===== config.mk =====
export PLATFORM = sky130hd
export DESIGN_NAME = bpd_commit_update_queue
export DESIGN_NICKNAME = d
export VERILOG_FILES = /design/src/rtl/bpd_update_pkg.sv /design/src/rtl/bpd_starve_counter.sv /design/src/rtl/bpd_commit_update_queue.sv
export SDC_FILE = /design/constraint.sdc
export NUM_CORES = 1
export LEC_CHECK = 0
export CORE_MARGIN = 8
export CORE_UTILIZATION = 45
export DETAILED_ROUTE_END_ITERATION = 10
export PLACE_DENSITY = 0.72
export SKIP_LAST_GASP = 1
export SYNTH_ARGS = -nofsm -noshare
export SYNTH_HDL_FRONTEND = slang
export SYNTH_SLANG_ARGS = --single-unit

===== constraint.sdc =====
create_clock -name clock -period 15 [get_ports clock]
set_input_delay 3 -clock clock [delete_from_list [all_inputs] [get_ports clock]]
set_output_delay 3 -clock clock [all_outputs]
set_load 0.1 [all_outputs]

===== src/rtl/bpd_update_pkg.sv =====
// ----------------------------------------------------------------------------
// bpd_update_pkg
// Shared types and constants for the branch-predictor update path.
//   bpd_update_t  : packed update packet (BPD_UPDATE_W bits, MSB first as listed)
//   BPD_UPDATE_W  : packet width in bits
//   FETCH_WIDTH   : instructions per fetch packet (sizes btb_mispredicts/br_mask)
// ----------------------------------------------------------------------------
package bpd_update_pkg;

  localparam int BPD_UPDATE_W = 412;
  localparam int FETCH_WIDTH  = 8;

  typedef struct packed {
    logic                   is_mispredict_update;
    logic                   is_repair_update;
    logic [FETCH_WIDTH-1:0] btb_mispredicts;
    logic [39:0]            pc;
    logic [FETCH_WIDTH-1:0] br_mask;
    logic                   cfi_idx_valid;
    logic [2:0]             cfi_idx_bits;
    logic                   cfi_taken;
    logic                   cfi_mispredicted;
    logic                   cfi_is_br;
    logic                   cfi_is_jal;
    logic [63:0]            ghist_old_history;
    logic                   ghist_new_saw_branch_not_taken;
    logic                   ghist_new_saw_branch_taken;
    logic [39:0]            target;
    logic [119:0]           meta_0;
    logic [119:0]           meta_1;
  } bpd_update_t;

endpackage


===== src/rtl/bpd_starve_counter.sv =====
// ----------------------------------------------------------------------------
// bpd_starve_counter
// Counts consecutive cycles in which the queue head is offered but not taken,
// and flags starvation once that run reaches STARVE_LIMIT.
//   clock, reset : clock and asynchronous active-high reset
//   flush        : synchronous clear
//   deq_valid    : head entry offered to the arbiter
//   deq_ready    : arbiter accepts the head entry
//   starve       : registered, high while the blocked run is >= STARVE_LIMIT
// ----------------------------------------------------------------------------
module bpd_starve_counter #(
  parameter int STARVE_LIMIT = 16
) (
  input  logic clock,
  input  logic reset,
  input  logic flush,
  input  logic deq_valid,
  input  logic deq_ready,
  output logic starve
);

  localparam int CNT_W = $clog2(STARVE_LIMIT + 1);
  localparam logic [CNT_W-1:0] LIMIT_C = CNT_W'(STARVE_LIMIT);

  logic [CNT_W-1:0] cnt_r;
  logic [CNT_W-1:0] cnt_next_s;
  logic             starve_r;

  // Next blocked-run length: cleared by flush, empty or a delivery, saturates at the limit.
  always_comb begin
    cnt_next_s = cnt_r;
    if (flush || !deq_valid || deq_ready) begin
      cnt_next_s = '0;
    end else if (cnt_r >= LIMIT_C) begin
      cnt_next_s = cnt_r;
    end else begin
      cnt_next_s = cnt_r + CNT_W'(1);
    end
  end

  // Counter and flag registers; the flag is built from the next count so it
  // rises right after the limit-th blocked cycle and falls right after a delivery.
  always_ff @(posedge clock or posedge reset) begin
    if (reset) begin
      cnt_r    <= '0;
      starve_r <= 1'b0;
    end else begin
      cnt_r    <= cnt_next_s;
      starve_r <= (cnt_next_s >= LIMIT_C);
    end
  end

  assign starve = starve_r;

endmodule


===== src/rtl/bpd_commit_update_queue.sv =====
// ----------------------------------------------------------------------------
// bpd_commit_update_queue
// FIFO holding commit-time predictor update packets in front of the low-priority
// input of the predictor-update arbiter, with starvation reporting.
// Optional build macro: BPD_UPDQ_BYPASS_EN (empty-queue combinational bypass).
//   clock, reset          : clock and asynchronous active-high reset
//   flush                 : synchronous discard of all entries
//   enq_valid/ready/bits  : upstream (FTQ commit) packet handshake
//   deq_valid/ready/bits  : downstream (arbiter input 1) handshake, head entry
//   count                 : current occupancy
//   starve                : head blocked for at least STARVE_LIMIT cycles
// ----------------------------------------------------------------------------
module bpd_commit_update_queue
  import bpd_update_pkg::*;
#(
  parameter int DEPTH        = 4,
  parameter int STARVE_LIMIT = 16
) (
  input  logic                    clock,
  input  logic                    reset,
  input  logic                    flush,
  input  logic                    enq_valid,
  output logic                    enq_ready,
  input  logic [BPD_UPDATE_W-1:0] enq_bits,
  output logic                    deq_valid,
  input  logic                    deq_ready,
  output logic [BPD_UPDATE_W-1:0] deq_bits,
  output logic [$clog2(DEPTH):0]  count,
  output logic                    starve
);

  localparam int PTR_W = $clog2(DEPTH);
  localparam int CNT_W = PTR_W + 1;
  localparam logic [CNT_W-1:0] FULL_C = CNT_W'(DEPTH);

  logic [BPD_UPDATE_W-1:0] mem_r [DEPTH];
  logic [PTR_W-1:0]        head_r;
  logic [PTR_W-1:0]        tail_r;
  logic [CNT_W-1:0]        count_r;

  logic enq_fire_s;
  logic deq_fire_s;
  logic bypass_take_s;
  logic push_s;
  logic pop_s;

  // Handshake and head data; full/empty come from the occupancy count only.
  always_comb begin
    enq_ready     = (count_r != FULL_C);
    bypass_take_s = 1'b0;
`ifdef BPD_UPDQ_BYPASS_EN
    if (count_r == '0) begin
      deq_valid     = enq_valid;
      deq_bits      = enq_bits;
      bypass_take_s = enq_valid && deq_ready;
    end else begin
      deq_valid     = 1'b1;
      deq_bits      = mem_r[head_r];
    end
`else
    deq_valid = (count_r != '0);
    deq_bits  = mem_r[head_r];
`endif
  end

  // A bypassed packet never touches storage; flush drops the incoming write
  // but a same-cycle delivery still happened.
  always_comb begin
    enq_fire_s = enq_valid && enq_ready;
    deq_fire_s = deq_valid && deq_ready;
    push_s     = enq_fire_s && !bypass_take_s && !flush;
    pop_s      = deq_fire_s && !bypass_take_s;
  end

  // Pointer and occupancy registers.
  always_ff @(posedge clock or posedge reset) begin
    if (reset) begin
      head_r  <= '0;
      tail_r  <= '0;
      count_r <= '0;
    end else if (flush) begin
      head_r  <= '0;
      tail_r  <= '0;
      count_r <= '0;
    end else begin
      if (push_s) begin
        tail_r <= tail_r + PTR_W'(1);
      end
      if (pop_s) begin
        head_r <= head_r + PTR_W'(1);
      end
      case ({push_s, pop_s})
        2'b10:   count_r <= count_r + CNT_W'(1);
        2'b01:   count_r <= count_r - CNT_W'(1);
        default: count_r <= count_r;
      endcase
    end
  end

  // Payload storage, intentionally not reset.
  always_ff @(posedge clock) begin
    if (push_s) begin
      mem_r[tail_r] <= enq_bits;
    end
  end

  assign count = count_r;

  bpd_starve_counter #(
    .STARVE_LIMIT (STARVE_LIMIT)
  ) u_starve (
    .clock     (clock),
    .reset     (reset),
    .flush     (flush),
    .deq_valid (deq_valid),
    .deq_ready (deq_ready),
    .starve    (starve)
  );

endmodule


Yosys cells after proc, flatten, opt, wreduce, memory -nomap -nowiden
Memories as Yosys holds them, arrays and structs flattened.
Index checks and enable logic that the tools add are counted.
Operators by class
  $add $sub $neg: 5
  $mul: 0
  divide/modulo/power cells: 0
  order comparisons: 2
  equality and inequality tests: 3
  shift-type cells: 0
  muxes and demuxes: 10
  bitwise gates (word level): 0
  reductions and logical operators: 11
Operator list (number)
  $ge A5 B5 Y1 const B: 2
  $mux W5: 2
  $mux W2: 4
  $pmux W3 S2: 1
  $reduce_bool A3 Y1: 2
  $add A5 B1 Y5 const B: 1
  $add A2 B1 Y2 const B: 2
  $reduce_bool A2 Y1: 2
  $add A3 B1 Y3 const B: 1
  $logic_and A1 B1 Y1: 3
  $mux W3: 1
  $ne A3 B3 Y1 const B: 1
  $sub A3 B1 Y3 const B: 1
  $eq A2 B1 Y1 const B: 1
  $eq A2 B2 Y1 const B: 1
  $logic_not A1 Y1: 2
  $logic_or A1 B1 Y1: 2
  $mux W1: 2
Storage, ports and cells
  register bits: 13
  latch bits: 0
  RAM bits: 1648
  ROM bits: 0
  bits of input ports: 417
  output and inout bits: 418
  logic and storage cells: 37
  memories: 1
Memories
  mem_r: depth 4, width 412, read ports 1, clocked after memory_dff 0, wr ports 1, RTL line bpd_commit_update_queue.sv:36  | logic [BPD_UPDATE_W-1:0] mem_r [DEPTH];

Longest topological paths before layout
  word-level depth: 6
  mapped depth: 7
  mapped depth without buffers: 6

Cells and area by module
Synthesis repeated with hierarchy kept, for this count alone.
Unflattened totals
  cell total of the unflattened synthesis: 2243
  area, all modules: 60290.3 µm²
By module, submodules not included
  bpd_commit_update_queue: instances 1, cells each 2219, area an instance 60045.1 µm², sequential area each 49662.6 µm²
  bpd_starve_counter: instances 1, cells each 24, area an instance 245.2 µm², sequential area each 125.1 µm²

Worst setup path before layout
No wires, ideal clock.
  path kind: input -> register
  start point: input port enq_valid
  end point: memory mem_r[2][0] (enable)
  arrival: 12989 ps
  required time: 14171 ps
  setup slack: 1182 ps
  cell stages on the path: 4
  buffers on the path: 1
  path through: clkbuf_1 inv_1 nor3_1 and2_1
Between the ends
  cells in the longest elaborated chain, start to end: 4
Ends and longest elaborated chain
  start, declared: RTL line bpd_commit_update_queue.sv:22  | input logic enq_valid,
  $logic_and A1 B1 Y1: RTL line bpd_commit_update_queue.sv:69  | enq_fire_s = enq_valid && enq_ready;
  $logic_and A1 B1 Y1: RTL line bpd_commit_update_queue.sv:71  | push_s = enq_fire_s && !bypass_take_s && !flush;
  $mux W1: RTL line bpd_commit_update_queue.sv:102  | if (push_s) begin
  $mux W1 (implied by the code): RTL line bpd_commit_update_queue.sv:103  | mem_r[tail_r] <= enq_bits;
  end, declared: RTL line bpd_commit_update_queue.sv:36
Every way passes these cells.

Final worst setup path
  start point: register head_r[1]
  end point: output port deq_bits[175]
Between the ends
  cells in the longest elaborated chain, start to end: 1
Ends and longest elaborated chain
  start, declared: RTL line bpd_commit_update_queue.sv:37  | logic [PTR_W-1:0] head_r;
  start signal, assigned: RTL line bpd_commit_update_queue.sv:90  | head_r <= head_r + PTR_W'(1);
  $mem_v2 Z4 W412
  end, declared: RTL line bpd_commit_update_queue.sv:27  | output logic [BPD_UPDATE_W-1:0] deq_bits,
Every way passes these cells.

==> results by group <==
Synthesis
  – Main flop type after synthesis: sky130_fd_sc_hd__edfxtp_1
  – Post-Syn Area: 60,300 um^2
  – Total of flip-flops plus latches after synthesis: ~1,700
  – Cell count after synthesis: 2,241
  – Register area share after synthesis: 82.6%
  – Number of flops mapped to enable cells by yosys: approximately 1,600
  – Mean Syn Cell Area: 26.9 um^2
  – Synth Net Count: around 2,700
  – Async set-reset flop share out of synthesis: less than 1%
  – Post-synthesis cell type count: 39
  – Yosys warning total: 0

Cells and area
  – Layout Area Growth over Synthesis: 25.7%
  – Filler instances: 9,469
  – Layout net count: 3,595
  – Post-Route Utilization: 56.9%
  – Share of layout cells above drive strength 1: between 10% and 20%

Worst setup path
  – Critical R2R Launch: count[0]
  – Worst setup path startpoint: head_r[1]
  – Critical path startpoint category: flip-flop
  – Critical path required time: 12.00 ns
  – Setup CP Type: reg -> out
  – Worst-case register-to-register setup slack: 10.39 ns
  – Data arrival time of the critical path: 4.93 ns
  – Cell count of the worst reg-to-reg path: 6
  – FF-to-FF End: mem_r[2][203]
  – Crit path capture: deq_bits[175]
  – Critical Path End Type: output port
  – Crit-path max FO: 144

Route
  – DRC violation count after routing: 0
  – Number of detailed-route iterations in the first pass: 5
  – Number of DRC markers in iteration 0: 2,141
  – Post-detailed-route via-to-cell ratio: 5.36
  – Average wire length per cell after detail routing: 26.3 um
  – Vias after detailed routing: between 20,000 and 30,000
  – Total length of routed wires: 134,000 um
  – Count of antenna-violating nets left after detailed routing: 0

Timing
  – Setup repair after global routing missed its margin: false
  – Maximum clock skew at final layout: 0.0420 ns
  – Period utilisation layout: approximately 53%
  – Minimum clock period: around 7.9 ns
  – Final count of hold timing violations: 0
  – F_max: 126 MHz
  – # setup viols final: 0
  – Worst relative slew slack: 12.9%
  – Total count of max-transition violations in the final report: 0
  – Tightest Pin Transition: ~1.3 ns
  – Post-Route Setup TNS: 0 ns

Power and ir drop
  – Proportion of power drawn by the clock network: about a third
  – Cell Pwr Density: about 160 nW/um^2
  – Leak Pwr: 23.4 nW
  – Switching power share of the total: 31.1%
  – Proportion of power drawn by combinational gates: 23.5%
  – Power share of the sequential group: a little over two fifths
  – Reported net switching power: 0.00376 W
  – Max IR drop VDD: 118 uV
  – Internal power: between 0.008 and 0.009 W

Outcome
  – Status: completed

Floorplanning
  – Die height: 382 um
  – Row Count: 134
  – Placeable Area: 133,000 um^2
  – Die area: 146,000 um^2
  – Die width: 382 um
  – Effective utilization at floorplan: 45.3%
  – Number of ports placed on the die boundary: 835

GRT
  – Initial antenna violation count: 48
  – Residual overflow from global routing: 0
  – Global-route wire length before repair: ~190,000 um
  – Global routing usage summed across all routing layers: 17.9%
  – Maximum number of pins on one net before global-route repair: 145
  – Via count of the first global-routing pass: around 29,000

Clocking
  – H-tree lvl count: 4
  – Later-pin clock latency in the skew report: between 0.7 and 0.8 ns
  – Clock Path Buffers: 3
  – Post-CTS repair timing setup buffer count: 0
  – Clock buffers created by TritonCTS: 167
  – Hold_buf cts: 0
  – Post-CTS sizing: 0
  – Cell at the root of the clock tree: sky130_fd_sc_hd__clkbuf_16
  – Clock tree from TritonCTS: yes
  – Clk pin slew, worst setup/hold paths: around 0.06 ns
  – CTS Sinks: 1,660

Worst hold path
  – Worst min-delay path class: reg -> reg
  – Hold path startpoint: u_starve.cnt_r[3]

Placement
  – Hpwl dp: roughly 83,000 um
  – Number of buffer cells added on primary ports: 834
  – Routability congestion estimate from global placement: 0.725

Job
  – Max Cap Violations: 0
## sequential cells by signal, indices dropped and copies added (netlist names)
register	flops
count	3
head_r	2
mem_r	1648
tail_r	2
u_starve.cnt_r	5
## power groups by stage
stage / registers (W) / clock network (W) / logic (W)
3_5_place_dp: 0.00540 / 0 / 0.00286
3_3_place_gp: 0.00539 / 0 / 0.00285
2_1_floorplan: 0.00545 / 0 / 0.00215
5_1_grt: 0.00531 / 0.00420 / 0.00292
4_1_cts: 0.00530 / 0.00404 / 0.00287
6_report: 0.00530 / 0.00394 / 0.00284
## layer usage
layer  vias to the layer above  global-route usage, %  wire (um)
li1                      11700                      -          -
met1                     14400                   22.8      52000
met2                      1005                   27.3      63200
met3                       234                   8.27      14700
met4                        42                   5.84       3690
met5                         -                      0        251
## synth_stat cells, types with 2 or more instances
| library cell | n | area [um^2] |
|---|---|---|
| sky130_fd_sc_hd__nand3_1 | 4 | 20.0 |
| sky130_fd_sc_hd__mux4_2 | 412 | 9280 |
| sky130_fd_sc_hd__nand2_1 | 3 | 11.3 |
| sky130_fd_sc_hd__dfrtp_1 | 12 | 300 |
| sky130_fd_sc_hd__clkbuf_1 | 15 | 56.3 |
| sky130_fd_sc_hd__edfxtp_1 | 1648 | 49500 |
| sky130_fd_sc_hd__nand2b_1 | 2 | 12.5 |
| sky130_fd_sc_hd__buf_6 | 40 | 450 |
| sky130_fd_sc_hd__xnor2_1 | 2 | 17.5 |
| sky130_fd_sc_hd__ha_1 | 6 | 75.1 |
| sky130_fd_sc_hd__xor2_1 | 4 | 35.0 |
| sky130_fd_sc_hd__o21ai_0 | 2 | 10.0 |
| sky130_fd_sc_hd__buf_2 | 38 | 190 |
| sky130_fd_sc_hd__o2111ai_1 | 2 | 17.5 |
| sky130_fd_sc_hd__nor2_1 | 10 | 37.5 |
| sky130_fd_sc_hd__inv_1 | 10 | 37.5 |
| sky130_fd_sc_hd__buf_4 | 4 | 30.0 |
| sky130_fd_sc_hd__and2_1 | 4 | 25.0 |
| sky130_fd_sc_hd__a21oi_1 | 3 | 15.0 |
## cell families after synthesis
group                    count (synthesis)  share of synthesized area [%]
AO/OA/AOI/OAI                           16                          0.189
XOR/XNOR                                 6                         0.0872
adder cells (fa/ha/maj)                  7                          0.158
buffers and inverters                  108                           1.27
flip-flops                            1660                           82.6
multiplexers                           414                           15.4
AND/OR/NAND/NOR                         30                          0.257
## through the flow
stage | setup WS (ns) | hold slack, ns | instances | power, W | instance area [um^2]
after floorplan | 1.18 | 0.504 | 2241 | 0.00760 | 60300
after global placement | 7.19 | 0.537 | 4770 | 0.00824 | 70500
after detailed placement | 7.19 | 0.550 | 4770 | 0.00826 | 70500
after CTS | 7.02 | 0.564 | 5064 | 0.0122 | 75700
after global routing | 6.84 | 0.587 | 5077 | 0.0124 | 75700
final | 7.07 | 0.549 | 5092 | 0.0121 | 75800
## layout by cell type, fill, tap and decap left out, types with 3 or more instances in the layout
master,count
sky130_fd_sc_hd__a21oi_1,3
sky130_fd_sc_hd__and2_4,4
sky130_fd_sc_hd__buf_12,14
sky130_fd_sc_hd__buf_4,11
sky130_fd_sc_hd__bufinv_16,11
sky130_fd_sc_hd__clkbuf_1,45
sky130_fd_sc_hd__clkbuf_16,172
sky130_fd_sc_hd__clkdlybuf4s50_1,834
sky130_fd_sc_hd__clkinv_1,37
sky130_fd_sc_hd__clkinv_2,15
sky130_fd_sc_hd__clkinvlp_4,5
sky130_fd_sc_hd__dfrtp_1,10
sky130_fd_sc_hd__diode_2,28
sky130_fd_sc_hd__edfxtp_1,1648
sky130_fd_sc_hd__ha_1,6
sky130_fd_sc_hd__inv_1,10
sky130_fd_sc_hd__mux4_2,412
sky130_fd_sc_hd__nand2_1,3
sky130_fd_sc_hd__nand3_1,4
sky130_fd_sc_hd__nor2_1,10
sky130_fd_sc_hd__xor2_1,4
## area by class of cell
cell class,count,area [um^2],area share (%)
multi-input combinational,473,9730,12.8
timing repair buffer,859,8710,11.5
antenna,28,70.1,0.0925
clock inverter,77,734,0.969
tap,1768,2210,2.92
clock buffer,217,4470,5.90
sequential,1660,49800,65.7
inverter,10,37.5,0.0495
## worst min path at each step
stage                        endpoint  slack (ns)  cells after the start
global placement    u_starve.cnt_r[3]        0.54                      2
detailed placement  u_starve.cnt_r[3]        0.55                      2
global route        u_starve.cnt_r[3]        0.59                      2
finish              u_starve.cnt_r[3]        0.55                      2
CTS                 u_starve.cnt_r[3]        0.56                      2
floorplan           u_starve.cnt_r[3]        0.50                      2
## critical path, stage by stage, from the launching register on
cell and delay (ns):
sky130_fd_sc_hd__dfrtp_4 0.81, sky130_fd_sc_hd__buf_12 0.60, sky130_fd_sc_hd__buf_4 0.83, sky130_fd_sc_hd__mux4_2 0.40, sky130_fd_sc_hd__clkdlybuf4s50_1 1.18
No activity file was read; power rests on OpenSTA's default activity.
